## config.mk

```make
export PLATFORM = sky130hd
export DESIGN_NAME = accumulator_divider
export DESIGN_NICKNAME = d
export VERILOG_FILES = /design/src/rtl/accumulator_divider.sv
export SDC_FILE = /design/constraint.sdc
export NUM_CORES = 1
export LEC_CHECK = 0
export CAP_MARGIN = 25
export CORE_MARGIN = 2
export CORE_UTILIZATION = 58
export CTS_CLUSTER_SIZE = 10
export DETAILED_ROUTE_END_ITERATION = 16
export PLACE_DENSITY = 0.85
export SLEW_MARGIN = 25
export SYNTH_ARGS = -nofsm -noshare
export SYNTH_HDL_FRONTEND = slang
export SYNTH_SLANG_ARGS = --single-unit
export TNS_END_PERCENT = 10
```

## constraint.sdc

```tcl
create_clock -name clock -period 5.99 [get_ports clock]
set_input_delay 1.4975 -clock clock [delete_from_list [all_inputs] [get_ports clock]]
set_output_delay 1.4975 -clock clock [all_outputs]
set_load 0.01 [all_outputs]
```

## src/rtl/accumulator_divider.sv

```systemverilog
// accumulator_divider
// Sequential unsigned restoring divider. It computes one quotient bit per
// clock, MSB first, so an N-bit division takes N cycles in RUN.
//
// Optional feature macro: DIV_BY_ZERO_FLAG_EN. When it is defined, the block
// adds a div_by_zero output. A start with divisor 0 then finishes after a
// single cycle instead of running all N steps.
//
// Ports
//   clock        single clock, rising edge
//   reset        synchronous, active-high
//   start        request a division (only honoured in IDLE or DONE)
//   dividend     N-bit unsigned dividend, captured on the accepted start
//   divisor      N-bit unsigned divisor, captured on the accepted start
//   quotient     N-bit result of the last completed operation
//   remainder    N-bit result of the last completed operation
//   busy         high while in RUN
//   done         high while in DONE
//   div_by_zero  (DIV_BY_ZERO_FLAG_EN only) last accepted operation had divisor 0
//
// state | meaning
// IDLE  | after reset, no result yet
// RUN   | one restoring step per cycle, counter counts down from N
// DONE  | quotient/remainder valid, waiting for next start
module accumulator_divider #(
   parameter int N = 32
) (
   input  logic         clock,
   input  logic         reset,
   input  logic         start,
   input  logic [N-1:0] dividend,
   input  logic [N-1:0] divisor,
   output logic [N-1:0] quotient,
   output logic [N-1:0] remainder,
   output logic         busy,
   output logic         done
`ifdef DIV_BY_ZERO_FLAG_EN
   ,
   output logic         div_by_zero
`endif
);

   localparam int CW = $clog2(N + 1);

   typedef enum logic [1:0] {IDLE, RUN, DONE} state_t;

   state_t        state;
   logic [N-1:0]  dvd;       // dividend bits shift out as quotient bits shift in
   logic [N-1:0]  dvs;
   logic [N-1:0]  rem;
   logic [CW-1:0] cnt;

   logic [N:0]    shifted;
   logic          neg;
   logic [N-1:0]  diff;
   logic [N-1:0]  rem_next;
   logic          q_bit;

   // The comparison is done at N+1 bits. The difference only has to be N
   // bits wide because a non-negative trial result is always below the
   // divisor. With a zero divisor the difference equals shifted modulo 2^N,
   // so the dividend accumulates into the remainder.
   always_comb begin
      shifted  = {rem, dvd[N-1]};
      neg      = shifted < {1'b0, dvs};
      diff     = shifted[N-1:0] - dvs;
      rem_next = neg ? shifted[N-1:0] : diff;
      q_bit    = ~neg;
   end

   always_ff @(posedge clock) begin
      if (reset) begin
         state     <= IDLE;
         dvd       <= '0;
         dvs       <= '0;
         rem       <= '0;
         cnt       <= '0;
         quotient  <= '0;
         remainder <= '0;
         busy      <= 1'b0;
         done      <= 1'b0;
`ifdef DIV_BY_ZERO_FLAG_EN
         div_by_zero <= 1'b0;
`endif
      end else begin
         case (state)
            IDLE, DONE: begin
               if (start) begin
                  dvd   <= dividend;
                  dvs   <= divisor;
                  rem   <= '0;
                  cnt   <= CW'(N);
                  state <= RUN;
                  busy  <= 1'b1;
                  done  <= 1'b0;
`ifdef DIV_BY_ZERO_FLAG_EN
                  div_by_zero <= 1'b0;
                  // A zero divisor spends a single cycle in RUN and then
                  // completes on the next edge.
                  if (divisor == '0) cnt <= CW'(1);
`endif
               end
            end
            RUN: begin
               rem <= rem_next;
               dvd <= {dvd[N-2:0], q_bit};
               cnt <= cnt - CW'(1);
               if (cnt == CW'(1)) begin
                  state     <= DONE;
                  busy      <= 1'b0;
                  done      <= 1'b1;
                  quotient  <= {dvd[N-2:0], q_bit};
                  remainder <= rem_next;
`ifdef DIV_BY_ZERO_FLAG_EN
                  // Only one step has run, so dvd still holds the captured dividend.
                  if (dvs == '0) begin
                     quotient    <= '1;
                     remainder   <= dvd;
                     div_by_zero <= 1'b1;
                  end
`endif
               end
            end
            default: state <= IDLE;
         endcase
      end
   end

endmodule

```

==> impl_metrics.csv <==
group,metric,value,unit
outcome,status,"finished clean",
power,pwr-share-clk,22.2,%
sta,hold_viol_final,0,
power,intPower,2890,uW
sta,maxSlewViolCount,0,
route,firstDrtPassIters,5,
sta,fin_crit,3.55,ns
clock_network,clock-sinks,170,
global_routing,gr-total-overflow,0,
clock_network,cts_resized,0,
power,finalPower,4990,uW
sta,setup_slack,2.44,ns
setup_path,r2r_slack,2.44,ns
sta,fmax,282,MHz
cells_and_area,stdcell_count,1321,
floorplan,start_util,59.4,%
floorplan,die-area,15100,sq um
floorplan,num_io_pins,133,
route,initialDrtViolationCount,668,
power,switching_share,42.1,%
route,routed_wl,21200,um
yosys,synthCells,1032,
setup_path,crit_path_frequent_cell,"a21o_1",
setup_path,cp-startpoint,"dvs[26]",
cells_and_area,final_util,73.4,%
place,io_buffers,132,
floorplan,fp.dieW,123,um
yosys,synth_area_leaders,"dfxtp_1 (41%), nand2_1 (10%), a21oi_1 (8.7%)",
yosys,synth_top_area_cell,"dfxtp_1",
cells_and_area,nNetsFinal,1230,
yosys,syn_avg_cell_area,7.95,sq um
setup_path,r2r-end,"remainder[15]",
clock_network,numCtsBuffers,17,
sta,relSlewSlack,38.0,%
route,vias_per_cell,5.79,
global_routing,antenna_found_initial,0,
floorplan,core-area,13800,sq um
setup_path,crit_fanout,16,
yosys,syn_area,8210,sq um
global_routing,grt_pass1_vias,7140,
setup_path,critPathArrivalTime,3.84,ns
yosys,synth-async-reset-ratio,0,%
hold_path,min_from,"quotient[16]",
power,max-vdd-ir-drop,0.318,mV
setup_path,cp.required,6.28,ns
clock_network,clk_pin_slew,0.07,ns
sta,period_share,59.3,%
yosys,synthTopCellsByCount,"nand2_1 (224), dfxtp_1 (170), a21oi_1 (142), nor2_1 (61), clkbuf_1 (54)",
yosys,synthDistinctLibCells,58,
sta,final.setup.tns,0,ns
power,comb_power_share,51.2,%
power,leakage,0.00374,uW
setup_path,cp-start-kind,"register",
hold_path,min_path_type,"reg -> reg",
power,powerDensity,492,nW/um^2
setup_path,reg2regPathDepth,11,
setup_path,end_kind,"register",
route,wl_per_cell,16.1,um
clock_network,worstSkewPairLatency,0.43,ns
clock_network,clock_path_buffers,2,
setup_path,worstSetupPathType,"reg -> reg",
global_routing,track_usage,28.5,%
yosys,synth_seq_cells,170,
clock_network,holdBufCountCts,0,
power,p_sw,2100,uW
clock_network,post_cts_buffers,0,
clock_network,cts-root-buf,"clkbuf_16",
global_routing,grt_max_degree,69,
cells_and_area,fillers,1073,
route,vias,7654,
job,drv_cap,0,
yosys,ys_seq_area_share,41.5,%
floorplan,num_rows,43,
cells_and_area,drive_gt1_share,4.65,%
clock_network,cts_tree,"yes",
yosys,syn_nets,1134,
route,ant_nets,0,
place,place_inst,1289,
setup_path,crit_path_top_delay_cell,"or2_1",
setup_path,endpoint,"remainder[15]",
yosys,synth_edf_count,0,
yosys,synth_ff_type,"dfxtp_1",
place,dp_hpwl,14500,um
yosys,synth_top_area_share,41.5,%
setup_path,path_cells,"inv_1 -> ha_1 -> nand2_1 -> nand2b_1 -> a21o_1 -> a21o_1 -> a2111o_1 -> or2_1 -> buf_4 -> o21ai_0 -> o22ai_1",
route,route.detailed.drc,0,
cells_and_area,area_growth,23.6,%
sta,tightestPinTransition,0.928,ns
place,dp_slack,2.30,ns
clock_network,htree_levels,4,
sta,fin_skew,0.00766,ns
place,routabilityCongestion,0.930,
setup_path,r2r-start,"dvs[26]",
cells_and_area,antenna_cells,0,
power,pwr-share-seq,26.6,%
floorplan,fp.dieH,123,um
yosys,yosysWarnings,0,
setup_path,cpPeakStageDelay,0.55,ns
global_routing,grt_pass1_wl,34400,um
yosys,synth.most_common_cell,"nand2_1",
sta,finalSetupViolations,0,
sta,rsz0062_at_grt,"no",
[state kept, by name, summed over array words and instances, names as in the netlist]
| register | flops |
|---|---|
| dvs | 32 |
| dvd | 32 |
| quotient | 32 |
| done | 1 |
| remainder | 32 |
| state | 2 |
| cnt | 6 |
| busy | 1 |
| rem | 32 |
[per-stage QoR]
stage | hold WS [ns] | instance area (sq um)
final | 0.453 | 10100
after global routing | 0.469 | 10100
after CTS | 0.456 | 10100
after detailed placement | 0.446 | 9550
after global placement | 0.442 | 9550
after floorplan | 0.436 | 8210
[cell type report]
| type | count | area, sq um | share of cell area (%) |
|---|---|---|---|
| Clock inverter | 12 | 138 | 1.36 |
| Clock buffer | 20 | 457 | 4.50 |
| Multi-Input combinational cell | 757 | 4380 | 43.1 |
| Timing Repair Buffer | 142 | 1390 | 13.7 |
| Sequential cell | 170 | 3400 | 33.6 |
| Inverter | 40 | 150 | 1.48 |
| Tap cell | 180 | 225 | 2.22 |
[cell families (layout without fill, tap and decap cells)]
| group | after synthesis | count (layout) | synth area share (%) |
|---|---|---|---|
| adders and majority gates | 35 | 35 | 5.43 |
| xor gates and xnor gates | 26 | 26 | 2.77 |
| buffers and inverters | 105 | 214 | 5.52 |
| muxes | 21 | 21 | 2.58 |
| DFF | 170 | 170 | 41.5 |
| and+or+nand+nor | 346 | 346 | 17.6 |
| AOI/OAI and AO/OA | 329 | 329 | 24.7 |
[cell usage in the layout, fill, tap and decap left out, drive strengths merged, types with 8 or more instances in the layout]
cell / synthesis / routed
mux2i: 20 / 20
o21ai: 61 / 61
a21o: 9 / 9
ha: 34 / 34
nor2: 61 / 61
o211ai: 8 / 8
clkdlybuf4s50: 0 / 131
a22oi: 32 / 32
inv: 40 / 44
buf: 11 / 11
dfxtp: 170 / 170
xnor2: 18 / 18
a32oi: 8 / 8
a21oi: 143 / 143
xor2: 8 / 8
nand2: 224 / 224
nand3: 11 / 11
clkbuf: 54 / 20
a211oi: 27 / 27
and3: 10 / 10
[worst max-delay path: cells and delay by family, from the launching register on]
| family | cells | cell delay, ns |
|---|---|---|
| AOI/OAI and AO/OA | 5 | 1.49 |
| adders and majority gates | 1 | 0.41 |
| buffers and inverters | 2 | 0.43 |
| DFF | 1 | 0.33 |
| and+or+nand+nor | 3 | 0.74 |
[power groups by stage]
stage	clock network (uW)	registers, uW	logic [uW]
2_1_floorplan	0	1330	2100
4_1_cts	1110	1320	2530
6_report	1110	1330	2550
3_3_place_gp	0	1340	2470
3_5_place_dp	0	1350	2500
5_1_grt	1170	1340	2820
[layer usage]
metal	track usage [%]	wire, um	up-vias
li1	-	-	3804
met1	37.5	9420	3522
met2	45.6	9890	284
met3	5.58	1290	44
met4	12.1	614	0
met5	0	0	-
[worst min-delay path by stage]
stage                              end  cells past startpoint  slack, ns
final                     quotient[16]                      2       0.45
after global routing      quotient[15]                      2       0.47
after CTS                 quotient[16]                      2       0.46
after detailed placement  quotient[16]                      2       0.45
after global placement    quotient[16]                      2       0.44
after floorplan                dvs[10]                      2       0.44
No activity file was read; power rests on OpenSTA's default activity.
